`src/rtl/legv8_pkg.sv`:
```
// Shared LEGv8 datapath definitions: ALU control codes, the zero-register
// index and the register-index type.
package legv8_pkg;

  typedef logic [4:0] reg_idx_t;

  localparam logic [3:0] ALU_AND   = 4'b0000;
  localparam logic [3:0] ALU_ORR   = 4'b0001;
  localparam logic [3:0] ALU_ADD   = 4'b0010;
  localparam logic [3:0] ALU_SUB   = 4'b0110;
  localparam logic [3:0] ALU_PASSB = 4'b0111;

  localparam reg_idx_t REG_XZR = 5'd31;

endpackage

```
`src/rtl/fwd_mux.sv`:
```
// Operand forwarding mux for one source register. XZR always reads zero,
// the younger MEM result takes precedence over the older WB result, and
// otherwise the value read from the register file at decode is used.
module fwd_mux
  import legv8_pkg::*;
#(
  parameter int N = 64
) (
  input  reg_idx_t     src,
  input  logic [N-1:0] regval,
  input  logic         mem_wen,
  input  reg_idx_t     mem_rd,
  input  logic [N-1:0] mem_data,
  input  logic         wb_wen,
  input  reg_idx_t     wb_rd,
  input  logic [N-1:0] wb_data,
  output logic [N-1:0] fwd_val
);

  logic mem_hit;
  logic wb_hit;

  assign mem_hit = mem_wen && (mem_rd == src);
  assign wb_hit  = wb_wen  && (wb_rd  == src);

  // Select the most recent producer of src, with XZR hard-wired to zero.
  always_comb begin
    fwd_val = regval;
    if (src == REG_XZR) begin
      fwd_val = '0;
    end else if (mem_hit) begin
      fwd_val = mem_data;
    end else if (wb_hit) begin
      fwd_val = wb_data;
    end
  end

endmodule

```
`src/rtl/ex_operand_stage.sv`:
```
// ID/EX pipeline register with MEM/WB operand forwarding. Holds the decoded
// instruction for the EX stage and presents final ALU operands and control.
// A bubble is an invalid slot whose ALU control is pass-B and whose write
// enable is low; reset and flush both load a bubble.
module ex_operand_stage
  import legv8_pkg::*;
#(
  parameter int N = 64
) (
  input  logic         clk,
  input  logic         reset,
  input  logic         stall,
  input  logic         flush,
  input  logic         id_valid,
  input  reg_idx_t     id_rn,
  input  reg_idx_t     id_rm,
  input  reg_idx_t     id_rd,
  input  logic [N-1:0] id_rd1,
  input  logic [N-1:0] id_rd2,
  input  logic [N-1:0] id_imm,
  input  logic         id_alusrc,
  input  logic [3:0]   id_aluctl,
  input  logic         id_regwrite,
  input  logic         mem_wen,
  input  logic         wb_wen,
  input  reg_idx_t     mem_rd,
  input  reg_idx_t     wb_rd,
  input  logic [N-1:0] mem_data,
  input  logic [N-1:0] wb_data,
  output logic         ex_valid,
  output logic [N-1:0] alu_a,
  output logic [N-1:0] alu_b,
  output logic [3:0]   alu_control,
  output logic [N-1:0] ex_store_data,
  output reg_idx_t     ex_rd,
  output logic         ex_regwrite
);

  logic         valid_q;
  reg_idx_t     rn_q;
  reg_idx_t     rm_q;
  reg_idx_t     rd_q;
  logic [N-1:0] rd1_q;
  logic [N-1:0] rd2_q;
  logic [N-1:0] imm_q;
  logic         alusrc_q;
  logic [3:0]   aluctl_q;
  logic         regwrite_q;

  logic [N-1:0] fwd_rn;
  logic [N-1:0] fwd_rm;

  // Pipeline register: reset and flush load a bubble, stall holds, else load.
  always_ff @(posedge clk or posedge reset) begin
    if (reset) begin
      valid_q    <= 1'b0;
      rn_q       <= '0;
      rm_q       <= '0;
      rd_q       <= '0;
      rd1_q      <= '0;
      rd2_q      <= '0;
      imm_q      <= '0;
      alusrc_q   <= 1'b0;
      aluctl_q   <= ALU_PASSB;
      regwrite_q <= 1'b0;
    end else if (flush) begin
      valid_q    <= 1'b0;
      rn_q       <= '0;
      rm_q       <= '0;
      rd_q       <= '0;
      rd1_q      <= '0;
      rd2_q      <= '0;
      imm_q      <= '0;
      alusrc_q   <= 1'b0;
      aluctl_q   <= ALU_PASSB;
      regwrite_q <= 1'b0;
    end else if (!stall) begin
      valid_q    <= id_valid;
      rn_q       <= id_rn;
      rm_q       <= id_rm;
      rd_q       <= id_rd;
      rd1_q      <= id_rd1;
      rd2_q      <= id_rd2;
      imm_q      <= id_imm;
      alusrc_q   <= id_alusrc;
      aluctl_q   <= id_aluctl;
      regwrite_q <= id_regwrite & id_valid;
    end
  end

  fwd_mux #(.N(N)) u_fwd_rn (
    .src      (rn_q),
    .regval   (rd1_q),
    .mem_wen  (mem_wen),
    .mem_rd   (mem_rd),
    .mem_data (mem_data),
    .wb_wen   (wb_wen),
    .wb_rd    (wb_rd),
    .wb_data  (wb_data),
    .fwd_val  (fwd_rn)
  );

  fwd_mux #(.N(N)) u_fwd_rm (
    .src      (rm_q),
    .regval   (rd2_q),
    .mem_wen  (mem_wen),
    .mem_rd   (mem_rd),
    .mem_data (mem_data),
    .wb_wen   (wb_wen),
    .wb_rd    (wb_rd),
    .wb_data  (wb_data),
    .fwd_val  (fwd_rm)
  );

  // Operand select: B takes the immediate when alusrc is set; store data
  // always carries the forwarded rm value.
  always_comb begin
    alu_a         = fwd_rn;
    alu_b         = alusrc_q ? imm_q : fwd_rm;
    ex_store_data = fwd_rm;
  end

  assign ex_valid    = valid_q;
  assign alu_control = aluctl_q;
  assign ex_rd       = rd_q;
  assign ex_regwrite = regwrite_q & valid_q;

endmodule

```
`config.mk`:
```
export PLATFORM = sky130hd
export DESIGN_NAME = ex_operand_stage
export DESIGN_NICKNAME = d
export VERILOG_FILES = /design/src/rtl/legv8_pkg.sv /design/src/rtl/fwd_mux.sv /design/src/rtl/ex_operand_stage.sv
export SDC_FILE = /design/constraint.sdc
export NUM_CORES = 1
export LEC_CHECK = 0
export CAP_MARGIN = 10
export CORE_AREA = 2 2 220 222
export DETAILED_ROUTE_END_ITERATION = 6
export DIE_AREA = 0 0 222 224
export GPL_TIMING_DRIVEN = 0
export SYNTH_ARGS = -nofsm -noshare
export SYNTH_HDL_FRONTEND = slang
export SYNTH_SLANG_ARGS = --single-unit
export TNS_END_PERCENT = 20
```
`constraint.sdc`:
```
create_clock -name clk -period 9.7 [get_ports clk]
set_input_delay 1.94 -clock clk [delete_from_list [all_inputs] [get_ports clk]]
set_output_delay 1.94 -clock clk [all_outputs]
set_load 0.05 [all_outputs]
```
Word level (Yosys, flattened, before mapping)
Cells that the tools add are included.
{"block": "op_classes", "n_reduce_logical": 4, "n_eq_ne": 7, "n_mux": 27, "bitwise_logic": 2}
{"operator": "2-to-1 mux 64 bit", "n": 13}
{"operator": "2-to-1 mux 5 bit", "n": 6}
{"operator": "equality test 5 bit", "n": 4}
{"operator": "equality test 5 bit (second input constant)", "n": 2}
{"operator": "2-to-1 mux 4 bit", "n": 2}
{"operator": "2-to-1 mux 1 bit", "n": 6}
{"operator": "logical AND 1 bit", "n": 4}
{"operator": "AND 1 bit", "n": 2}
{"operator": "!= test 2 x 1 -> 1 bit (second input constant)", "n": 1}
{"block": "totals", "word_cells": 50, "output_inout_bits": 203, "ff_bits": 214}

Depth between registers and ports, before layout
{"block": "logic_depth", "word_depth": 6, "ltp_mapped": 7, "mapped_depth_nobuf": 5}

Hierarchy
Synthesis repeated with hierarchy kept, for this count alone.
{"block": "hier_totals", "hier_cells": 1434, "hier_area_um2": 14154.8}
{"mod": "ex_operand_stage", "seq_area_each_um2": 5358.9, "n_inst": 1, "cells_each": 764, "area_per_inst_um2": 9345.2}
{"mod": "fwd_mux", "seq_area_each_um2": 0.0, "n_inst": 2, "cells_each": 335, "area_per_inst_um2": 2404.8}

Worst setup path after synthesis
No wires, ideal clock.
{"block": "synth_path", "kind": "input port to output port", "from": "input wb_rd[2]", "to": "output alu_b[17]", "path_slack_ns": 3.756, "required_time_ns": 7.760, "path_buffers": 2, "cell_stages": 7, "t_arrival_ns": 4.004, "cell_sequence": "xnor2_1 and4_4 buf_6 buf_6 and3_1 a211oi_2 o31ai_1"}
{"block": "synth_via", "elab_chain_cells": 6}
{"element": "start, declared", "line_no": "ex_operand_stage.sv:27", "source": "input reg_idx_t wb_rd,"}
{"element": "equality test 5 bit", "line_no": "fwd_mux.sv:24", "source": "assign wb_hit = wb_wen && (wb_rd == src);"}
{"element": "logical AND 1 bit", "line_no": "fwd_mux.sv:24"}
{"element": "2-to-1 mux 64 bit", "line_no": "fwd_mux.sv:33", "source": "end else if (wb_hit) begin"}
{"element": "2-to-1 mux 64 bit", "line_no": "fwd_mux.sv:31", "source": "end else if (mem_hit) begin"}
{"element": "2-to-1 mux 64 bit", "line_no": "fwd_mux.sv:29", "source": "if (src == REG_XZR) begin"}
{"element": "2-to-1 mux 64 bit", "line_no": "ex_operand_stage.sv:119", "source": "alu_b = alusrc_q ? imm_q : fwd_rm;"}
{"element": "end, declared", "line_no": "ex_operand_stage.sv:32", "source": "output logic [N-1:0] alu_b,"}
No other way between the ends.

Final worst setup path
{"block": "layout_path", "from": "input mem_rd[4]", "to": "output ex_store_data[10]"}
{"block": "layout_via", "elab_chain_cells": 4}
{"element": "start, declared", "line_no": "ex_operand_stage.sv:26", "source": "input reg_idx_t mem_rd,"}
{"element": "equality test 5 bit", "line_no": "fwd_mux.sv:23", "source": "assign mem_hit = mem_wen && (mem_rd == src);"}
{"element": "logical AND 1 bit", "line_no": "fwd_mux.sv:23"}
{"element": "2-to-1 mux 64 bit", "line_no": "fwd_mux.sv:31"}
{"element": "2-to-1 mux 64 bit", "line_no": "fwd_mux.sv:29"}
{"element": "end, declared", "line_no": "ex_operand_stage.sv:34", "source": "output logic [N-1:0] ex_store_data,"}
No other way between the ends.

==> run summary <==
Status = completed
DIE AREA = 0.0497 sq mm
Skew-Pair Late Insertion Delay = 560 ps
Vias = 13408
Root Buffer = clkbuf_16
Final period util = 73.1%
Area of all sequential standard cells = 0.00536 sq mm
Worst setup EP type = output port
Global-route wire length before repair = 92800 microns
Power, Total = 0.00305 W
Initial DRC Count = 813
Initial antenna violation count = 24
PD cells = 147 mW/mm^2
Synthesized instance count = 1387
DR vias/cell = 5.09
CTS tree = done
CP Launch Type = input port
Post-synth top area cell = dfrtp_1
Clk sinks = 214
Hold_buf cts = 0
CP Depth = 8
Cts repair resizes = 0
Total Wirelength = 65100 microns
Fillers = 4667
H-tree Lvls = 1
Number of synthesized flops with an enable pin = 0
Final Skew = 0 ps
Hold_sp = imm_q[29]
Ys Warns = 0
P_int = 0.00205 W
Worst-Margin Slew = 1160 ps
Worst R2R Start = alusrc_q
Area grow syn2layout = 56.2%
Total CTS buffers = 28
Seq pwr share = 32.2%
#FFs+latches synth = 214
Pin count of the biggest net entering global routing = 109
Reg2reg end = alusrc_q
Clock Path Buffers = 3
Tmin final = 7090 ps
Layout cell share with drive strength beyond 1 = 9.86%
Crit-path max cell delay = 900 ps
CTS clk-pin slew, worst paths = 50 ps
GPL Wtd Cong = 0.913
Area of the core = 0.0473 sq mm
Worst Path Max Fanout = 10
HPWL Detailed = 50200 microns
R2R setup slack = 8260 ps
Family with the most delay on the worst path = buffers and inverters
Cell Area, Synth = 0.0133 sq mm
Cell depth of the worst hold path = 2
Multi-input combinational cell area = 0.00708 sq mm
Sum Neg Setup Slack = 0 ps
Maximum achievable frequency = 0.141 GHz
Slowest CP cell = clkdlybuf4s50_1
GRT Overall Usage = 25.2%
Max Cap Violations = 0
Critical Path Most Common Cell = clkdlybuf4s50_1
Mean Syn Cell Area = 9.57 sq um
CP Buf/Inv Count = 3
Post-route ant nets = 0
Clk network pwr share = 38.1%
FF-to-FF path depth = 3
Cell row count = 80
Setup Buffers After CTS = 0
Async set-reset flop share out of synthesis = 100%
Hold WS = 521 ps
Min-delay worst type = reg2reg
Final Max Tran Viols = 0
Die Ht = 224 microns
Hold Path Sink = imm_q[29]
DR WL/cell = 24.7 microns
Net Sw Frac = 32.8%
Synth top area share = 39.8%
Slew margin rel. = 22.7%
Combinational Power Share = 29.7%
Vias in the first global route = 13644
Final setup viols = 0
Die Width = 222 microns
Leakage = 8.97 nW
Final hold vios = 0
Pre-antenna DRT Iters = 5
DR DRC count = 0
VDD IR max = 0.0995 mV
RSZ-0062 raised after global routing = no
Arrival time at the worst endpoint = 5150 ps
Cell with the most instances after synthesis = nor2_1
Crit Path Class = in2out
Initial Utilization = 28.0%
Synth unique cells = 41
Top cells by count, synth = 277 x nor2_1, 273 x mux2i_1, 211 x dfrtp_1, 66 x nand2_1
CP Cell Sequence = clkdlybuf4s50_1 -> xnor2_1 -> nand4_1 -> nor2_4 -> buf_2 -> a211oi_1 -> nor3_1 -> clkdlybuf4s50_1
Post-Syn Nets = 1745
GR Overflow Total = 0
Top FF cell, synth = dfrtp_1
CP required = 7760 ps
Nets = 2334
Main area contributors after synthesis = dfrtp_1 40%, mux2i_1 21%, nor2_1 7.8%, a211oi_2 4.7%, and3_1 3.1%
Psw = 0.00100 W
Register area share after synthesis = 40.4%
Number of I/O pins = 561
PortBufs = 558
[final cells by class]
type	count	area share, %
clock inverter	13	1.05
clock buffer	39	3.87
buffer	129	4.04
timing repair buffer	559	27.1
tap	615	3.71
multi-input combinational	1043	34.1
antenna	21	0.253
sequential	214	25.8
inverter	1	0.0543
[flip-flops by register name (all words and copies together), names as in the netlist, 4 cells and up]
register and cells:
rd1_q 64, alu_control 4, rd2_q 64, ex_rd 5, rn_q 5, rm_q 5
imm_q 64
[worst max path at each step]
| stage | from | end | slack [ps] |
|---|---|---|---|
| after floorplan | reset | alu_control[3] | 1910 |
| after global placement | reset | rd1_q[47] | -1610 |
| after detailed placement | mem_rd[4] | ex_store_data[10] | 2660 |
| after CTS | mem_rd[4] | ex_store_data[10] | 2660 |
| after global routing | mem_rd[4] | ex_store_data[10] | 2560 |
| final | mem_rd[4] | ex_store_data[10] | 2610 |
[power groups by stage]
stage	registers (W)	logic (W)	clock network (W)
after floorplan	0.000992	0.000501	0
after CTS	0.000981	0.000907	0.00119
after global placement	0.000995	0.000899	0
after detailed placement	0.000996	0.000903	0
after global routing	0.000987	0.000946	0.00123
final	0.000982	0.000904	0.00116
[kinds of logic after synthesis]
family,synth area share [%]
buffers and inverters,6.34
flip-flops,40.4
XOR/XNOR,1.32
AND/OR/NAND/NOR,16.1
multiplexers,20.6
AO/OA/AOI/OAI,15.3
[through the flow]
| stage | worst slack (ps) | instance area, sq um | util [%] | instances |
|---|---|---|---|---|
| after floorplan | 1910 | 13300 | - | 1387 |
| final | 2610 | 20700 | 43.8 | 2634 |
| after CTS | 2660 | 20700 | 43.7 | 2613 |
| after global placement | -1610 | 19600 | 41.5 | 2560 |
| after detailed placement | 2660 | 19700 | 41.5 | 2561 |
| after global routing | 2560 | 20700 | 43.8 | 2633 |
[tightest hold or removal path, delay by kind of cell, from the launching register on]
kind | cells | cell delay [ps]
flip-flops | 1 | 340
multiplexers | 1 | 70
AND/OR/NAND/NOR | 1 | 70
[routing by layer]
layer | routed length [microns] | global-route usage [%]
met1 | 26400 | 30.9
met2 | 31800 | 42.7
met3 | 4450 | 5.47
met4 | 2370 | 10.5
met5 | 16 | 0
[layout by cell type (no fill, tap or decap), types with 2 or more instances in the layout]
cell type / count
clkbuf_1: 66
nand3_1: 3
a211oi_1: 14
and3_1: 65
o31ai_2: 27
buf_6: 8
dfstp_2: 3
buf_2: 33
dfrtp_1: 211
a211o_1: 3
xor2_1: 10
bufinv_16: 6
mux2i_1: 273
clkinv_2: 6
buf_8: 5
dlymetal6s2s_1: 3
nor3_1: 64
a21oi_1: 65
diode_2: 21
nor2b_1: 4
a211oi_2: 50
o31ai_1: 37
nor4_1: 2
buf_12: 7
nand2_1: 66
clkbuf_8: 6
o21ai_0: 64
clkbuf_16: 29
clkdlybuf4s50_1: 558
nor2_1: 277
buf_4: 7
xnor2_1: 10
Note: power is estimated with default switching activity, not from simulation.
